[config.mk]
export PLATFORM = sky130hd
export DESIGN_NAME = imem_loader_flat
export DESIGN_NICKNAME = d
export VERILOG_FILES = /design/src/rtl/imem_loader_if.sv /design/src/rtl/imem_loader.sv /design/src/flat_wrapper.sv
export SDC_FILE = /design/constraint.sdc
export NUM_CORES = 1
export LEC_CHECK = 0
export ABC_AREA = 1
export CAP_MARGIN = 20
export CORE_MARGIN = 5
export CORE_UTILIZATION = 25
export DETAILED_ROUTE_END_ITERATION = 16
export PLACE_DENSITY_LB_ADDON = 0.08
export SLEW_MARGIN = 10
export SYNTH_ARGS = -nofsm -noshare
export SYNTH_HDL_FRONTEND = slang
export SYNTH_SLANG_ARGS = --single-unit
[constraint.sdc]
create_clock -name clk -period 2.05 [get_ports clk]
set_input_delay 0.5125 -clock clk [delete_from_list [all_inputs] [get_ports clk]]
set_output_delay 0.5125 -clock clk [all_outputs]
set_load 0.01 [all_outputs]
[src/rtl/imem_loader_if.sv]
// Byte-stream input and instruction-memory write port of the program loader.
interface imem_loader_if;
  logic [7:0]  in_data;
  logic        in_valid;
  logic        in_ready;
  logic        wr_en;
  logic [31:0] wr_addr;
  logic [31:0] wr_data;

  modport master (
    output in_data, in_valid,
    input  in_ready, wr_en, wr_addr, wr_data
  );

  modport slave (
    input  in_data, in_valid,
    output in_ready, wr_en, wr_addr, wr_data
  );
endinterface

[src/rtl/imem_loader.sv]
// Length-prefixed byte-stream loader that fills instruction memory and releases core reset.
// Define CHECKSUM_EN to require a trailing XOR checksum byte after the payload.
//
// state  | meaning
// IDLE   | waiting for start after reset
// LEN_LO | expecting low byte of word count
// LEN_HI | expecting high byte of word count
// DATA   | assembling and writing payload words
// CHK    | expecting checksum byte (CHECKSUM_EN only)
// DONE   | image loaded, core released
// ERR    | load aborted, core held in reset
module imem_loader #(
  parameter logic [31:0] BASE_ADDR = 32'h0,
  parameter int          MAX_WORDS = 128,
  parameter int          CNT_W     = 16
) (
  input  logic             clk,
  input  logic             reset,
  input  logic             start,
  imem_loader_if.slave     bus,
  output logic             core_reset,
  output logic             busy,
  output logic             done,
  output logic             error,
  output logic [CNT_W-1:0] words_loaded
);

`ifdef CHECKSUM_EN
  typedef enum logic [2:0] {IDLE, LEN_LO, LEN_HI, DATA, CHK, DONE, ERR} state_t;
`else
  typedef enum logic [2:0] {IDLE, LEN_LO, LEN_HI, DATA, DONE, ERR} state_t;
`endif

  state_t           state;
  logic [7:0]       len_lo;
  logic [CNT_W-1:0] last_idx;
  logic [CNT_W-1:0] index;
  logic [1:0]       lane;
  logic [23:0]      word;
  logic [15:0]      len_full;
  logic             accept;
`ifdef CHECKSUM_EN
  logic [7:0]       csum;
`endif

`ifdef CHECKSUM_EN
  assign bus.in_ready = (state == LEN_LO) || (state == LEN_HI) ||
                        (state == DATA) || (state == CHK);
`else
  assign bus.in_ready = (state == LEN_LO) || (state == LEN_HI) || (state == DATA);
`endif

  assign accept   = bus.in_valid && bus.in_ready;
  assign len_full = {bus.in_data, len_lo};

  always_ff @(posedge clk) begin
    if (reset) begin
      state        <= IDLE;
      len_lo       <= '0;
      last_idx     <= '0;
      index        <= '0;
      lane         <= '0;
      word         <= '0;
      bus.wr_en    <= 1'b0;
      bus.wr_addr  <= BASE_ADDR;
      bus.wr_data  <= '0;
      core_reset   <= 1'b1;
      busy         <= 1'b0;
      done         <= 1'b0;
      error        <= 1'b0;
      words_loaded <= '0;
`ifdef CHECKSUM_EN
      csum         <= '0;
`endif
    end else begin
      bus.wr_en <= 1'b0;
      case (state)
        IDLE, DONE, ERR: begin
          if (start) begin
            state        <= LEN_LO;
            done         <= 1'b0;
            error        <= 1'b0;
            busy         <= 1'b1;
            core_reset   <= 1'b1;
            words_loaded <= '0;
            lane         <= '0;
            index        <= '0;
`ifdef CHECKSUM_EN
            csum         <= '0;
`endif
          end
        end
        LEN_LO: begin
          if (accept) begin
            len_lo <= bus.in_data;
            state  <= LEN_HI;
          end
        end
        LEN_HI: begin
          if (accept) begin
            if (len_full == 16'd0 || len_full > 16'(MAX_WORDS)) begin
              state <= ERR;
              busy  <= 1'b0;
              error <= 1'b1;
            end else begin
              last_idx <= CNT_W'(len_full - 16'd1);
              state    <= DATA;
            end
          end
        end
        DATA: begin
          if (accept) begin
            lane <= lane + 2'd1;
`ifdef CHECKSUM_EN
            csum <= csum ^ bus.in_data;
`endif
            case (lane)
              2'd0: word[7:0]   <= bus.in_data;
              2'd1: word[15:8]  <= bus.in_data;
              2'd2: word[23:16] <= bus.in_data;
              default: begin
                // Write is registered here so it appears the cycle after the 4th byte.
                bus.wr_en    <= 1'b1;
                bus.wr_addr  <= BASE_ADDR + (32'(index) << 2);
                bus.wr_data  <= {bus.in_data, word};
                index        <= index + 1'b1;
                words_loaded <= words_loaded + 1'b1;
                if (index == last_idx) begin
`ifdef CHECKSUM_EN
                  state <= CHK;
`else
                  state      <= DONE;
                  busy       <= 1'b0;
                  done       <= 1'b1;
                  core_reset <= 1'b0;
`endif
                end
              end
            endcase
          end
        end
`ifdef CHECKSUM_EN
        CHK: begin
          if (accept) begin
            busy <= 1'b0;
            if (bus.in_data == csum) begin
              state      <= DONE;
              done       <= 1'b1;
              core_reset <= 1'b0;
            end else begin
              state <= ERR;
              error <= 1'b1;
            end
          end
        end
`endif
        default: state <= IDLE;
      endcase
    end
  end

endmodule
[src/flat_wrapper.sv]
// flat-port wrapper written by rule: the top's interface ports become plain ports
module imem_loader_flat 
#(
  parameter logic [31:0] BASE_ADDR = 32'h0,
  parameter int          MAX_WORDS = 128,
  parameter int          CNT_W     = 16
)
  (clk, reset, start, core_reset, busy, done, error, words_loaded, bus_in_data, bus_in_valid, bus_in_ready, bus_wr_en, bus_wr_addr, bus_wr_data);
  imem_loader_if bus_i ();
  input  logic clk;
  input  logic reset;
  input  logic start;
  output logic core_reset;
  output logic busy;
  output logic done;
  output logic error;
  output logic [CNT_W-1:0] words_loaded;
  input wire logic [$bits(bus_i.in_data)-1:0] bus_in_data;
  input wire logic [$bits(bus_i.in_valid)-1:0] bus_in_valid;
  output wire logic [$bits(bus_i.in_ready)-1:0] bus_in_ready;
  output wire logic [$bits(bus_i.wr_en)-1:0] bus_wr_en;
  output wire logic [$bits(bus_i.wr_addr)-1:0] bus_wr_addr;
  output wire logic [$bits(bus_i.wr_data)-1:0] bus_wr_data;
  assign bus_i.in_data = bus_in_data;
  assign bus_i.in_valid = bus_in_valid;
  assign bus_in_ready = bus_i.in_ready;
  assign bus_wr_en = bus_i.wr_en;
  assign bus_wr_addr = bus_i.wr_addr;
  assign bus_wr_data = bus_i.wr_data;
  imem_loader #(.BASE_ADDR(BASE_ADDR), .MAX_WORDS(MAX_WORDS), .CNT_W(CNT_W)) u_core (.clk(clk), .reset(reset), .start(start), .bus(bus_i), .core_reset(core_reset), .busy(busy), .done(done), .error(error), .words_loaded(words_loaded));
endmodule
==> metrics.txt, run 1 <==
# clock sinks 138; CP bufs+invs 1; mapped cell area 0.00598 sq mm; CP required 1.54 ns; Routed WL per cell 14.1 um; Critical Path Fanout Max 5; ratio of cells with drive above 1 in the final layout approximately an eighth; clk_skew 0.00837 ns; DP HPWL between 10,000 and 15,000 um; status finished, final reports clean; CTS tree built; clk_lat worst skew 0.42 ns; synth-to-layout area growth 34.2%; CP peak stage delay 0.57 ns; endpoint class of the critical path primary output; largest net degree at the start of global routing 95; # fillers ~2,500; Post-Syn Area per Cell 7.46 sq um; max cap viols 0; RePlAce Congestion 0.772; crit path DAT 1.41 ns; commonest non-fill, non-tap cell in the layout dfxtp_1; unrepaired setup endpoints after global routing no; Post-CTS Repair Setup Buffers 0; clock slew at reported path FFs 0.06 ns; Die Y 165 um; cells after synthesis between 800 and 900; Crit-path slowest cell clkdlybuf4s50_1; first-pass GRT wire length 28,900 um; final antenna-violating net count 0; Initial DRT Pass Iterations 4; Fmax 0.519 GHz; Core ar. 0.0235 sq mm; startpoint types flip-flop; vias 5,310; Crit Path Category flip-flop to primary output; CTS buffer count 17; VDD IR max 471 uV; Seq/Total Area, Yosys 46.2%; Tot GR Track Use 13.6%; Initial DRC Count between 300 and 400; Synth cell types 41; pwr/cell area 979 mW/mm^2; Pins Over Slew Limit 0; cts hold-fix bufs 0; initial antenna violation count 0; Yosys warnings 0; Hold WC Path Type flip-flop to flip-flop; clock buffer depth 2; diode count 0; min cycle time layout roughly 1.9 ns; fin util around 34%; Die X 165 um; final setup vio count 0; Initial Util 25.4%; PortBufs 81; period utilisation layout 93.9%; Crit path max-delay family buffers and inverters; CTS H-Tree Depth 4; number of synthesized flops with an enable pin 0; fin nets 939; DRC 0; Final Hold Fails 0; commonest non-fill, non-tap cells in the layout dfxtp_1 (136), nand2_1 (126), a21oi_1 (103); Synth Register Bits 138; Post-synth ARST share 0%; post-CTS sizing 2; grt total ovfl 0; commonest register cell after synthesis dfxtp_1; leak pwr 0.00337 uW; Via-to-Cell Ratio 4.24; Post-Route WL 17,600 um; crit path cell chain clkdlybuf4s50_1; I/O pin count 98; row cnt 56; Power, Total 7860 uW; number of global-route vias before repair approximately 5,400; root buffer cell clkbuf_16; area of the die 0.0271 sq mm
-- routing by layer --
metal | share of wire [%] | GRT usage, %
met1 | 50 | 18.2
met2 | 44 | 21.7
met3 | 5.1 | 3.79
met4 | 1.2 | 3.48
met5 | 0 | 0
-- registers in the layout (all words and copies together) (netlist names), 2 cells and up --
signal and count:
u_core.index 16, u_core.word 24, u_core.lane 2, u_core.words_loaded 16
u_core.state 3, u_core.len_lo 8, u_core.bus.wr_data 32, u_core.bus.wr_addr 16
u_core.last_idx 16
-- where the power goes --
group / internal (uW) / switching, uW
registers: 2800 / 110
logic: 681 / 999
clock network: 1980 / 1290
total: 5460 / 2400
-- cell usage after synthesis (all sizes together) (2+ instances only) --
master	count	area, sq um
nor2	111	470
a211oi	2	15.0
buf	32	225
clkinv	2	8.75
clkbuf	13	48.8
nand3	28	150
ha	8	100
nand2	131	519
o21ai	105	537
dfxtp	138	2760
a21oi	105	533
xor2	3	26.3
nor3	17	95.1
xnor2	3	26.3
inv	82	308
nand4	12	90.1
-- area by class of cell --
class                      count  area (sq um)  area share, %
inverter                      84           317           3.94
tap                          319           399           4.97
multi-input combinational    549          2690           33.5
clock buffer                  18           439           5.47
timing repair buffer         129          1230           15.4
clock inverter                14           186           2.32
sequential                   138          2770           34.5
-- cell families (layout without fill, tap and decap cells) --
group,after synthesis,count (layout),synth area share [%]
other,1,16,0.0627
DFF,138,138,46.2
AOI/OAI and AO/OA,217,217,18.8
xor gates and xnor gates,6,6,0.879
adders and majority gates,8,8,1.67
and+or+nand+nor,302,302,22.5
buffers and inverters,129,245,9.88
-- worst paths after layout --
path,from,endpoint,slack (ns),cells past startpoint
setup / recovery,u_core.words_loaded[0],words_loaded[0],0.12,1
hold / removal,u_core.done,u_core.done,0.45,2
setup reg to reg,u_core.state[0],u_core.index[14],0.34,12
hold reg to reg,u_core.done,u_core.done,0.45,2
-- stage by stage --
stage	setup WS (ns)	std cells	instance area, sq um	hold WS, ns	TNS, ns
final	0.125	1251	8030	0.454	0
after global routing	0.0379	1251	8030	0.467	0
after CTS	0.0395	1251	8020	0.457	0
after detailed placement	-0.100	1219	7400	0.448	-1.80
after global placement	-0.0827	1219	7400	0.442	-1.40
after floorplan	0.420	816	6030	0.444	0
No activity file was read; power rests on OpenSTA's default activity.
==> run 2, diff against run 1 <==
Settings changed: CTS_CLUSTER_DIAMETER from default to 40, RECOVER_POWER from default to 100.
==> metrics.txt, run 2 (same netlist as run 1, synthesis figures left out) <==
status finished, final reports clean; Critical Path Fanout Max 8; fin area 0.00795 sq mm; crit path DAT 1.44 ns; Die X 165 um; Initial Util 25.4%; startpoint types flip-flop; min cycle time layout 1.95 ns; # fillers 2,538; Hold WC Path Type flip-flop to flip-flop; fin util 33.8%; Critical R2R Launch u_core.state[0]; Post-Route WL 17,600 um; pwr/cell area 978 mW/mm^2; Largest register FFs 32; Reg2Reg Depth 10; Initial DRC Count 295; RePlAce Congestion 0.772; I/O pin count 98; VDD IR max about 470 uV; diode count 0; Power, Total 7770 uW; synth-to-layout area growth 33.0%; leak pwr 0.00358 uW; area of the die ~0.027 sq mm; Core ar. approximately 0.024 sq mm; # clock sinks 138; Cell Area, Placed between 0.007 and 0.008 sq mm; endpoint class of the critical path primary output; clk_skew about 0.011 ns; clk_lat worst skew 0.42 ns; cts hold-fix bufs 0; CTS tree built; Die Y between 150 and 200 um; Fmax 0.512 GHz; Post-CTS Repair Setup Buffers 0; CTS buffer count 17; biggest regs u_core.bus.wr_data (32), u_core.word (24); Crit path max-delay family buffers and inverters; Final Hold Fails 0; WHS Path Cells 2; root buffer cell clkbuf_16; vias 5,282; ratio of cells with drive above 1 in the final layout between 10% and 20%; period utilisation layout between 90% and 100%; Tot GR Track Use around 14%; CP required 1.54 ns; register area 0.00276 sq mm; Post-Layout Cell Count 1,251; placed cells 1,219; area of the multi-input gates 0.00265 sq mm; Via-to-Cell Ratio 4.22; commonest non-fill, non-tap cells in the layout dfxtp_1 (137), nand2_1 (127), nor2_1 (105); pre-CTS WS -0.100 ns; row cnt 56; Worst Hold Path EP u_core.done; unrepaired setup endpoints after global routing no; grt total ovfl 0; clock slew at reported path FFs 0.06 ns; metal2 WL 7760 um; final antenna-violating net count 0; max cap viols 0; fin nets 939; final worst setup slack 0.0967 ns; Reg2Reg Setup Slack 0.23 ns; CP peak stage delay 0.63 ns; final setup vio count 0; CTS H-Tree Depth 4; R2R Path End u_core.index[4]; CP startpoint u_core.words_loaded[7]; Top reg by flops u_core.bus.wr_data; crit path cell chain dlygate4sd3_1; clock buffer depth 2; commonest non-fill, non-tap cell in the layout dfxtp_1; Crit Path Category flip-flop to primary output; initial antenna violation count 0; CP bufs+invs 1; first-pass GRT wire length 28,900 um; PortBufs 81; Initial DRT Pass Iterations 4; Pins Over Slew Limit 0; routed metal-1 wire length 8690 um; DRC 0; largest net degree at the start of global routing 95; Highest Signal Layer met4; DP HPWL 12,500 um; Routed WL per cell around 14 um; Crit-path slowest cell dlygate4sd3_1; number of global-route vias before repair 5,362; origin of the worst min-delay path u_core.done; met3 routed WL 928 um
==> run 2: cell types whose count changed in the layout (fill, tap and decap cells not counted), moves of 3 or more <==
cell	change
nor2_2	-3
clkdlybuf4s50_1	-65
nor2_1	+4
buf_4	-12
inv_2	-5
clkbuf_4	+7
inv_1	+4
clkbuf_1	+4
dlygate4sd3_1	+65
==> run 2: cell type report <==
class | count | share of cell area (%)
inverters | 84 | 3.98
multi-input cells | 549 | 33.3
clock buffers | 18 | 5.52
clock inverters | 14 | 2.34
flip-flops and latches | 138 | 34.8
repair buffers | 129 | 15.1
well taps | 319 | 5.02
==> run 2: worst max path at each step <==
stage | end | slack [ns] | cells after the start
2_1_floorplan | u_core.last_idx[10] | 0.42 | 10
3_3_place_gp | u_core.last_idx[11] | -0.08 | 10
3_5_place_dp | u_core.last_idx[11] | -0.10 | 11
4_1_cts | words_loaded[7] | 0.04 | 1
5_1_grt | u_core.index[4] | 0.02 | 10
6_report | words_loaded[7] | 0.1 | 1
==> run 2: routing by layer <==
metal | track usage (%) | up-vias
li1 | - | 2835
met1 | 18.2 | 2333
met2 | 21.7 | 104
met3 | 3.79 | 10
met4 | 3.48 | 0
met5 | 0 | -
==> run 2: repair_timing <==
action / in CTS / in global routing
gates resized for setup: 2 / 1
pin swaps: 0 / 0
endpoints found under the setup margin: 1 / 1
==> run 2: power breakdown <==
group	total (uW)	switching, uW	leakage (uW)	internal (uW)
clock	3270	1280	0.000306	1980
sequential	2900	108	0.00111	2800
combinational	1600	971	0.00216	631
==> run 2: metrics by stage <==
stage | hold slack [ns] | setup TNS (ns)
global route | 0.464 | 0
CTS | 0.457 | 0
floorplan | 0.444 | 0
global placement | 0.442 | -1.40
detailed placement | 0.448 | -1.80
finish | 0.450 | 0
==> run 3, diff against run 2 <==
Settings changed: HOLD_SLACK_MARGIN from default to 0.05, SLEW_MARGIN 10 to default.
==> results of run 3 <==
Same layout as run 2: the final DEF is identical, and so are final timing and power.
